**src/rtl/alu_issue_arb.sv**
```systemverilog
// Round-robin issue of two integer ports into one shared ALU, with an operand
// stage (S1), a result stage (S2) and ROB-age based partial flush.
module alu_issue_arb #(
    parameter int DATA_W  = 64,
    parameter int PC_W    = 64,
    parameter int TYPE_W  = 11,
    parameter int ROBID_W = 7
) (
    input  logic               clock,
    input  logic               reset_n,

    input  logic               req0_valid,
    output logic               req0_ready,
    input  logic [DATA_W-1:0]  req0_src1,
    input  logic [DATA_W-1:0]  req0_src2,
    input  logic [DATA_W-1:0]  req0_imm,
    input  logic [PC_W-1:0]    req0_pc,
    input  logic [TYPE_W-1:0]  req0_alu_type,
    input  logic               req0_is_word,
    input  logic               req0_is_unsigned,
    input  logic               req0_is_imm,
    input  logic [ROBID_W-1:0] req0_robid,

    input  logic               req1_valid,
    output logic               req1_ready,
    input  logic [DATA_W-1:0]  req1_src1,
    input  logic [DATA_W-1:0]  req1_src2,
    input  logic [DATA_W-1:0]  req1_imm,
    input  logic [PC_W-1:0]    req1_pc,
    input  logic [TYPE_W-1:0]  req1_alu_type,
    input  logic               req1_is_word,
    input  logic               req1_is_unsigned,
    input  logic               req1_is_imm,
    input  logic [ROBID_W-1:0] req1_robid,

    output logic               alu_valid,
    output logic [DATA_W-1:0]  alu_src1,
    output logic [DATA_W-1:0]  alu_src2,
    output logic [DATA_W-1:0]  alu_imm,
    output logic [PC_W-1:0]    alu_pc,
    output logic [TYPE_W-1:0]  alu_type,
    output logic               alu_is_word,
    output logic               alu_is_unsigned,
    output logic               alu_is_imm,
    input  logic [DATA_W-1:0]  alu_result,

    output logic               wb_valid,
    input  logic               wb_ready,
    output logic [DATA_W-1:0]  wb_result,
    output logic [ROBID_W-1:0] wb_robid,

    input  logic               flush_valid,
    input  logic [ROBID_W-1:0] flush_robid
);

    typedef struct packed {
        logic [DATA_W-1:0]  src1;
        logic [DATA_W-1:0]  src2;
        logic [DATA_W-1:0]  imm;
        logic [PC_W-1:0]    pc;
        logic [TYPE_W-1:0]  alu_type;
        logic               is_word;
        logic               is_unsigned;
        logic               is_imm;
        logic [ROBID_W-1:0] robid;
    } op_t;

    // Younger when the wrap bits differ XOR the index is larger.
    function automatic logic is_younger(input logic [ROBID_W-1:0] e,
                                        input logic [ROBID_W-1:0] f);
        return (e[ROBID_W-1] != f[ROBID_W-1]) ^ (e[ROBID_W-2:0] > f[ROBID_W-2:0]);
    endfunction

    op_t                s1_op;
    logic               s1_valid;
    logic               s2_valid;
    logic [DATA_W-1:0]  s2_result;
    logic [ROBID_W-1:0] s2_robid;
    logic               rr;

    op_t  req0_op, req1_op;
    logic s2_free, s1_adv, s1_free, s1_kill, s2_kill;
    logic sel, grant_ok, hs0, hs1;

    assign req0_op = '{req0_src1, req0_src2, req0_imm, req0_pc, req0_alu_type,
                       req0_is_word, req0_is_unsigned, req0_is_imm, req0_robid};
    assign req1_op = '{req1_src1, req1_src2, req1_imm, req1_pc, req1_alu_type,
                       req1_is_word, req1_is_unsigned, req1_is_imm, req1_robid};

    always_comb begin
        s2_free  = !s2_valid || wb_ready;
        s1_adv   = s1_valid && s2_free;
        s1_free  = !s1_valid || s1_adv;
        s1_kill  = flush_valid && is_younger(s1_op.robid, flush_robid);
        s2_kill  = flush_valid && is_younger(s2_robid, flush_robid);
        // A lone requester wins outright; otherwise (both or neither) rr picks.
        sel      = (req0_valid ^ req1_valid) ? req1_valid : rr;
        grant_ok = reset_n && !flush_valid && s1_free;
        req0_ready = grant_ok && !sel;
        req1_ready = grant_ok && sel;
        hs0 = req0_valid && req0_ready;
        hs1 = req1_valid && req1_ready;
    end

    always_ff @(posedge clock or negedge reset_n) begin
        if (!reset_n) begin
            s1_valid  <= 1'b0;
            s1_op     <= '0;
            s2_valid  <= 1'b0;
            s2_result <= '0;
            s2_robid  <= '0;
            rr        <= 1'b0;
        end else begin
            if (hs0 || hs1) begin
                s1_valid <= 1'b1;
                s1_op    <= hs1 ? req1_op : req0_op;
                rr       <= hs0;
            end else if (s1_adv || s1_kill) begin
                s1_valid <= 1'b0;
            end

            // A killed S1 entry leaves S1 but never lands in S2.
            if (s1_adv && !s1_kill) begin
                s2_valid  <= 1'b1;
                s2_result <= alu_result;
                s2_robid  <= s1_op.robid;
            end else if (s2_free || s2_kill) begin
                s2_valid <= 1'b0;
            end
        end
    end

    assign alu_valid       = s1_valid;
    assign alu_src1        = s1_op.src1;
    assign alu_src2        = s1_op.src2;
    assign alu_imm         = s1_op.imm;
    assign alu_pc          = s1_op.pc;
    assign alu_type        = s1_op.alu_type;
    assign alu_is_word     = s1_op.is_word;
    assign alu_is_unsigned = s1_op.is_unsigned;
    assign alu_is_imm      = s1_op.is_imm;

    assign wb_valid  = s2_valid;
    assign wb_result = s2_result;
    assign wb_robid  = s2_robid;

endmodule

```
**config.mk**
```make
export PLATFORM = sky130hd
export DESIGN_NAME = alu_issue_arb
export DESIGN_NICKNAME = d
export VERILOG_FILES = /design/src/rtl/alu_issue_arb.sv
export SDC_FILE = /design/constraint.sdc
export NUM_CORES = 1
export LEC_CHECK = 0
export ABC_CLOCK_PERIOD_IN_PS = 2200
export BUFFER_PORTS_ARGS = -buffer_cell sky130_fd_sc_hd__buf_2
export CORE_AREA = 5 5 376 378
export CTS_CLUSTER_SIZE = 14
export DETAILED_ROUTE_END_ITERATION = 6
export DIE_AREA = 0 0 381 383
export GPL_TIMING_DRIVEN = 0
export SKIP_LAST_GASP = 1
export SLEW_MARGIN = 25
export SYNTH_ARGS = -nofsm -noshare
export SYNTH_HDL_FRONTEND = slang
export SYNTH_SLANG_ARGS = --single-unit
```
**constraint.sdc**
```tcl
create_clock -name clock -period 2.2 [get_ports clock]
set_input_delay 0.11 -clock clock [delete_from_list [all_inputs] [get_ports clock]]
set_output_delay 0.11 -clock clock [all_outputs]
set_load 0.02 [all_outputs]
```
# [Word-level counts from Yosys, hierarchy flattened]
# Index checks and enable logic that the tools add are counted.
[word_totals] word_cells=49 ff_bits=351 out_inout_bits=345 input_bits=631
[classes] reduce_logical=22 eq_ne=2 magnitude_cmp=2 bitwise=3 muxes=6
[op_table] cell="277-bit 2-to-1 mux" n=1
[op_table] cell="6-bit > comparator" n=2
[op_table] cell="1-bit logical AND" n=10
[op_table] cell="1-bit zero test" n=5
[op_table] cell="1-bit logical OR" n=5
[op_table] cell="1-bit 2-to-1 mux" n=5
[op_table] cell="2-bit nonzero test" n=2
[op_table] cell="1-bit XOR" n=3
[op_table] cell="1-bit inequality test" n=2

# [Longest topological paths before layout]
# Gate-level depths: netlist (run 1).
[depth] depth_word=9 mapped_depth=8 ltp_nobuf=7

# [Least setup slack after synthesis (run 1)]
# No wires, ideal clock.
[synth_timing] kind="reg2reg" startpoint="register s1_op[5] in the netlist's numbering" endpoint="register s2_result[54], in the netlist wb_result[54]" path_stages_with_launch=8 required_time_ns=2.075 synth_period_minus_slack_ns=2.324 arrival_time_ns=2.199 setup_slack_ns=-0.124 n_path_buf=1 path_cell_list="dfrtp_1 > ha_1 > nand4_1 > o21bai_1 > a31o_2 > a21oi_2 > buf_6 > mux2_2"
[synth_via] elab_chain_len=5
[synth_lines] item="start: declaration" line_no="74" text="op_t s1_op;"
[synth_lines] item="start signal: assignment" line_no="116" text="s1_op <= hs1 ? req1_op : req0_op;"
[synth_lines] item="6-bit > comparator" line_no="71" text="return (e[ROBID_W-1] != f[ROBID_W-1]) ^ (e[ROBID_W-2:0] > f[ROBID_W-2:0]);"
[synth_lines] item="1-bit XOR" line_no="71"
[synth_lines] item="1-bit logical AND" line_no="94" text="s1_kill = flush_valid && is_younger(s1_op.robid, flush_robid);"
[synth_lines] item="1-bit zero test" line_no="123" text="if (s1_adv && !s1_kill) begin"
[synth_lines] item="1-bit logical AND" line_no="123"
[synth_lines] item="end signal: assignment" line_no="125" text="s2_result <= alu_result;"
[synth_lines] item="end: declaration" line_no="77" text="logic [DATA_W-1:0] s2_result;"
# Every way passes these cells.
# A chain may end at the register's enable or synchronous reset.

# [Final worst setup path (run 1)]
[layout_timing] startpoint="register s1_op[4] in the netlist's numbering" endpoint="register s2_result[59], in the netlist wb_result[59]"
# The elaborated chain is that of the path after synthesis.

==> summary.txt, run 1 <==
Outcome
  – Outcome: complete, but fails checks
  – Failing checks: setup timing

CTS
  – Root Buffer: clkbuf_16
  – CTS Buffer Depth: 3
  – H-tree depth: 2
  – Clock Pin Slew Worst Setup and Hold Paths: ~60 ps
  – Clock Sinks: approximately 350
  – CTS tree: built
  – Clock Latency Late Sink: around 600 ps
  – Num CTS Buffers: 46

GRT
  – Gr usage total: between 10% and 20%
  – Vias in the first global route: between 20000 and 25000
  – First-pass GRT wire length: between 150 and 200 mm
  – Largest net degree at the start of global routing: 87
  – Grt total ovfl: 0
  – Initial antenna violation count: 70

Placed design
  – DP HPWL: roughly 90 mm
  – RD Place Congestion: 0.9688
  – Port buffer count: ~980
  – Placed insts: around 4500

Floorplan
  – Die ar.: roughly 150000 um^2
  – Die Width: ~380 um
  – IO Pins: between 900 and 1000
  – Std-Cell Rows: 136
  – Starting Density: 12.18%
  – Area of the core: approximately 140000 um^2
  – Die Y-Extent: 383 um

Detailed routing
  – Avg Vias per Cell: ~3.9
  – DRC errors left: 0
  – DRT iter0 DRCs: ~1300
  – Vias: around 20000
  – 1st-pass router iterations: 7
  – Routed Antenna Nets: 0
  – Final WL: approximately 120 mm
  – WL/cell: about 22 um

Critical path
  – Startpoint types: flip-flop
  – Crit path DAT: approximately 2900 ps
  – Crit. Startpoint: s1_op[4]
  – CP Capture Point: wb_result[59]
  – R2R Setup Slk: -180 ps
  – Critical Path RT: approximately 2700 ps
  – FF-to-FF End: wb_result[59]
  – Critical Path End Type: flip-flop
  – Crit Path Max Fanout: 8
  – Critical path class: reg2reg
  – R2R depth: 8
  – Reg-to-reg startpoint: s1_op[4]

Timing
  – Final setup margin: -176.1 ps
  – Slew HR: between 40 and 50%
  – Final setup vio count: slightly above 70
  – Clk_skew: ~22 ps
  – FMAX: approximately 0.42 GHz
  – Tcrit/Tclk final: 108.0%
  – RSZ-0062 raised after global routing: yes
  – Crit path time final: between 2000 and 2500 ps
  – Setup tns final: -9327 ps
  – Final Hold Viols: 0
  – Slew @ Worst Pin: 761.3 ps
  – Max Slew Vio Count: 0

Finish
  – Share of layout cells above drive strength 1: between 40% and 50%
  – FILL cells: 14680
  – FF+latch area: just under 9000 um^2
  – P&R area growth vs syn: 97.69%
  – Fin nets: 4023
  – Area taken by multi-input logic gates: 5668 um^2
  – Final Non-Filler Cells: between 5000 and 6000

Yosys
  – Syn Inst Count: 1690
  – Post-Syn Nets: 2333
  – Fraction of registers with async set/reset: 100.0%
  – Top_reg_cell synth: dfrtp_1
  – Yosys reg bits: between 300 and 400
  – Syn avg cell area: approximately 10 um^2
  – Post-synthesis sequential area ratio: a little over half
  – Number of flops mapped to enable cells by yosys: 0
  – Yosys Warn Count: 0
  – Yosys cell types: 36
  – Mapped Area: around 17000 um^2

Pwr
  – Leakage power: about 17 nW
  – Gate power share: 42.2%
  – Power density over the cells: about 920 nW/um^2
  – Part of the power in registers: 31.8%
  – Switching Share: around two fifths
  – VDD IR-drop max: just under 0.5 mV
  – Int Power: around 0.019 W
  – P_sw: ~0.012 W
  – Clock Power Share: 26.0%

Min path
  – Hold Crit Class: in2async

Job
  – Max-Cap Viols: 0
==> Yosys cell counts, drive strengths merged, types with 3 or more instances <==
cell    count  area, um^2
nor2        4       15.01
a22oi     278        2087
a21oi       6       33.78
dfrtp     351        8783
buf       296        2188
ha         12       150.1
nand2b      3       18.77
inv        13       48.80
mux2       70       788.3
clkbuf     68       255.2
a21o        3       22.52
nand2     560        2102
==> metal layers <==
layer  vias to the layer above  GRT usage (%)  wire [um]
li1                       8891              -          -
met1                      9657          18.01      46010
met2                      1204          24.89      53570
met3                       376          4.661       9831
met4                        40          6.930       6342
met5                         -              0        255
==> metrics by stage <==
stage	setup slack (ps)	hold WS, ps	total power, W	cell area, um^2	util [%]
2_1_floorplan	19.60	-185.6	0.01616	16740	-
3_3_place_gp	-9821	325.0	0.02074	23870	17.40
3_5_place_dp	-2292	27.27	0.02093	24040	17.53
4_1_cts	-131.1	30.37	0.03055	32850	23.95
5_1_grt	-211.3	55.64	0.03189	33000	24.06
6_report	-176.1	80.12	0.03039	33030	24.08
==> sequential cells by signal, summed over array words and instances (netlist names), 7 cells and up <==
register / flops
alu_imm: 64
wb_robid: 7
alu_src1: 64
alu_pc: 64
wb_result: 64
alu_src2: 64
s1_op: 7
alu_type: 11
==> placed cells by master (no fill, tap or decap), drive strengths merged, types with 4 or more instances in the layout <==
cell type	count
ha	12
inv	15
nor2	4
clkinvlp	5
a22oi	278
buf	1321
diode	25
dlygate4sd3	626
clkbuf	119
mux2	70
a21oi	6
nand2	560
dfrtp	351
clkinv	14
==> cell type report <==
| cell class | instances | share of cell area (%) |
|---|---|---|
| Clock inverter | 23 | 0.6288 |
| Clock buffer | 62 | 4.133 |
| Inverter | 13 | 0.1477 |
| Timing Repair Buffer | 1642 | 35.95 |
| Antenna cell | 25 | 0.1894 |
| Buffer | 364 | 8.402 |
| Multi-Input combinational cell | 962 | 17.16 |
| Sequential cell | 351 | 26.59 |
| Tap cell | 1794 | 6.796 |
==> logic make-up after synthesis <==
| kind of cell | synth area share, % |
|---|---|
| AOI/OAI and AO/OA | 13.45 |
| adders and majority gates | 0.8987 |
| DFF | 52.57 |
| xor gates and xnor gates | 0.1049 |
| and+or+nand+nor | 13.28 |
| muxes | 4.778 |
| buffers and inverters | 14.92 |
==> power groups by stage <==
stage	Clock (W)	Combinational, W	Sequential, W
2_1_floorplan	0	0.00589	0.0103
3_3_place_gp	0	0.0111	0.00962
3_5_place_dp	0	0.0112	0.00969
4_1_cts	0.00817	0.0128	0.00962
5_1_grt	0.00837	0.0136	0.00987
6_report	0.00789	0.0128	0.00967
==> timing repair <==
action	4_1_cts	5_1_grt
setup buffers	18	3
pin swaps	9	1
hold buffers	634	0
gates cloned	4	1
endpoints found under the setup margin	350	330
resized for setup	153	44
endpoints found under the hold margin	532	0
==> how the worst min path moves through the flow <==
stage | startpoint | endpoint | slack [ps] | cells after the start
floorplan | reset_n | alu_imm[0] | -190 | 0
global placement | req0_imm[3] | alu_imm[3] | 320 | 3
detailed placement | reset_n | alu_imm[50] | 30 | 1
CTS | reset_n | alu_type[10] | 30 | 6
global route | reset_n | alu_src1[40] | 60 | 7
finish | reset_n | alu_src1[40] | 80 | 7
==> critical path: stages, from the launching register on <==
cell       delay (ps)
dfrtp_1           420
ha_4              280
nand4_1           160
o21bai_4          240
a31o_4            260
a21oi_4           190
buf_12            190
clkbuf_16         170
mux2_2            330
(Power assumes the default switching activity.)
==> run 2: changes to the inputs <==
Settings changed: CAP_MARGIN set to 20, PLACE_DENSITY set to 0.37.
==> run 2 against run 1 <==
The flow still finishes with violations (setup timing). Fmax down 4.5%. Worst hold slack improved by 160 ps. Total power is 2.3% higher. Wire length fell by 5.0%. Clock power up 11%. Core utilization grew 0.10 points. Flip-flop and latch count unchanged. Final area grew 0.42%.
==> summary.txt, run 2 (synthesized netlist as in run 1, its figures left out) <==
Finish
  – Fin nets: 4026 (+0.075%)
  – Most common cell after layout, fill and taps aside: buf_2
  – Commonest non-fill, non-tap cells in the layout: buf_2 (983), dlygate4sd3_1 (628), nand2_1 (560), dfrtp_1 (347), buf_4 (294)
  – Final Non-Filler Cells: 5226 (-0.19%)
  – P&R area growth vs syn: 98.52%
  – Share of layout cells above drive strength 1: 45.37% (+0.33 points)

Pwr
  – Power density over the cells: 937.5 nW/um^2 (+1.9%)
  – VDD IR-drop max: 0.4760 mV (-4.0%)
  – Leakage power: 16.91 nW (+0.28%)

Timing
  – Max Slew Vio Count: 0 (unchanged)
  – Tcrit/Tclk final: 113.1% (+5.1 points)
  – Final Hold Viols: 0 (unchanged)
  – Final setup margin: -288.9 ps (-112.7 ps)
  – Worst hold slack: 243.2 ps (+163.1 ps)
  – Slew HR: 53.34% (+4.1 points)
  – FMAX: 0.4018 GHz (-4.5%)
  – Final setup vio count: 71 (unchanged)
  – RSZ-0062 raised after global routing: yes
  – Slew @ Worst Pin: 697.6 ps (-63.64 ps)
  – Clk_skew: 22.77 ps (+0.8114 ps)
  – Crit path time final: 2489 ps (+112.7 ps)

Placed design
  – Port buffer count: 975 (unchanged)
  – Dpl ws: -2840 ps (-548.8 ps)
  – Placed insts: 4466 (unchanged)
  – DP HPWL: 85.69 mm (-4.3%)
  – RD Place Congestion: 0.9240 (-4.6%)

Detailed routing
  – Vias: 19160 (-5.0%)
  – 1st-pass router iterations: 7 (unchanged)
  – DRC errors left: 0 (unchanged)
  – Avg Vias per Cell: 3.666 (-4.8%)
  – DRT iter0 DRCs: 923 (-31%)
  – WL/cell: 21.09 um (-4.8%)
  – Final WL: 110.2 mm (-5.0%)
  – Routed Antenna Nets: 0 (unchanged)

GRT
  – First-pass GRT wire length: 153.4 mm (-3.0%)
  – Initial antenna violation count: 26 (-63%)
  – Grt total ovfl: 0 (unchanged)
  – Vias in the first global route: 20920 (-2.2%)
  – Largest net degree at the start of global routing: 75 (-14%)
  – Gr usage total: 14.51% (-0.57 points)

CTS
  – Root Buffer: clkbuf_16
  – H-tree depth: 2 (unchanged)
  – CTS tree: built
  – Clock Latency Late Sink: 620 ps (+20 ps)
  – Num CTS Buffers: 49 (+6.5%)
  – Clock Sinks: 351 (unchanged)
  – Clock Pin Slew Worst Setup and Hold Paths: 60 ps (about the same)
  – CTS Buffer Depth: 3 (unchanged)

Floorplan
  – Std-Cell Rows: 136 (unchanged)
  – Starting Density: 12.18% (unchanged)
  – Area of the core: 137200 um^2 (unchanged)
  – Die Y-Extent: 383 um (unchanged)
  – Die ar.: 145900 um^2 (unchanged)
  – IO Pins: 976 (unchanged)
  – Die Width: 381 um (unchanged)

Critical path
  – Critical Path End Type: flip-flop
  – Crit path cell chain: ha_4 > nand4_1 > o21bai_4 > a311oi_4 > a21oi_4 > buf_4 > buf_6 > buf_12 > mux2_4
  – Crit Path Max Fanout: 5 (-3)
  – Crit path largest cell delay: 470 ps (+50 ps)
  – R2R Setup Slk: -290 ps (-110 ps)
  – Worst path slowest cell: dfrtp_2
  – Critical path class: reg2reg
  – Crit path DAT: 2980 ps (+120 ps)
  – Critical Path RT: 2690 ps (about the same)
  – Startpoint types: flip-flop

Min path
  – Hold Crit Class: in2reg

Outcome
  – Outcome: complete, but fails checks
  – Failing checks: setup timing

Job
  – Max-Cap Viols: 0 (unchanged)
[run 2: cell count changes in the layout (fill, tap and decap cells not counted), moves of 5 or more]
cell / change
mux2_2: +28
mux2_4: -28
diode_2: -16
clkbuf_8: +12
buf_2: -8
a22oi_1: -5
a22oi_2: +5
bufinv_16: +5
clkinv_4: -5
[run 2: through the flow]
stage / setup TNS, ps / total power [W] / instance area, um^2 / util, %
3_3_place_gp: -5485660 / 0.02135 / 23870 / 17.40
6_report: -16600 / 0.03109 / 33170 / 24.18
4_1_cts: -16160 / 0.03179 / 33090 / 24.13
5_1_grt: -23810 / 0.03291 / 33150 / 24.17
2_1_floorplan: 0 / 0.01616 / 16740 / -
3_5_place_dp: -634570 / 0.02142 / 24050 / 17.54
[run 2: routing by layer]
layer	wire length (um)	GRT usage, %	up-vias
met1	45210	17.34	9238
li1	-	-	8878
met4	4620	5.667	12
met2	53000	24.98	838
met3	7316	3.741	195
met5	76	0	-
[run 2: report_power, final]
group | switching (W) | internal [W]
logic | 0.00708 | 0.00560
registers | 0.00124 | 0.00845
clock network | 0.00341 | 0.00533
total | 0.0117 | 0.0194
[run 2: worst paths after layout]
| kind | endpoint | start | cells past startpoint |
|---|---|---|---|
| min in group asynchronous | wb_result[6] | reset_n | 3 |
| worst min register to register | alu_pc[18] | alu_pc[18] | 2 |
| worst max register to register | wb_result[35] | s1_op[5] | 9 |
| worst max-delay path | wb_result[35] | s1_op[5] | 9 |
| worst min-delay path | alu_pc[34] | req0_pc[34] | 4 |
| max in group asynchronous | alu_pc[48] | reset_n | 7 |
[run 2: what timing repair did]
action | in CTS | in global routing
endpoints found under the setup margin | 352 | 319
hold buffers | 636 | 0
resized for setup | 166 | 27
pin swaps | 5 | 3
setup buffers | 17 | 5
endpoints found under the hold margin | 654 | 0
cloned | 4 | 0
[run 2: worst max-delay path: cells and delay by family (launching register included)]
kind | cells | cell delay, ps
AOI/OAI and AO/OA | 3 | 740
adders and majority gates | 1 | 300
buffers and inverters | 3 | 400
DFF | 1 | 470
muxes | 1 | 290
and+or+nand+nor | 1 | 160
[run 2: final cells by class]
type	instances	area (um^2)
fill	14930	104000
timing repair buffer	1643	11900
sequential	351	8788
multi-input combinational	962	5579
buffer	363	2839
tap	1794	2245
clock buffer	67	1414
clock inverter	24	336.6
inverter	13	48.80
antenna	9	22.52
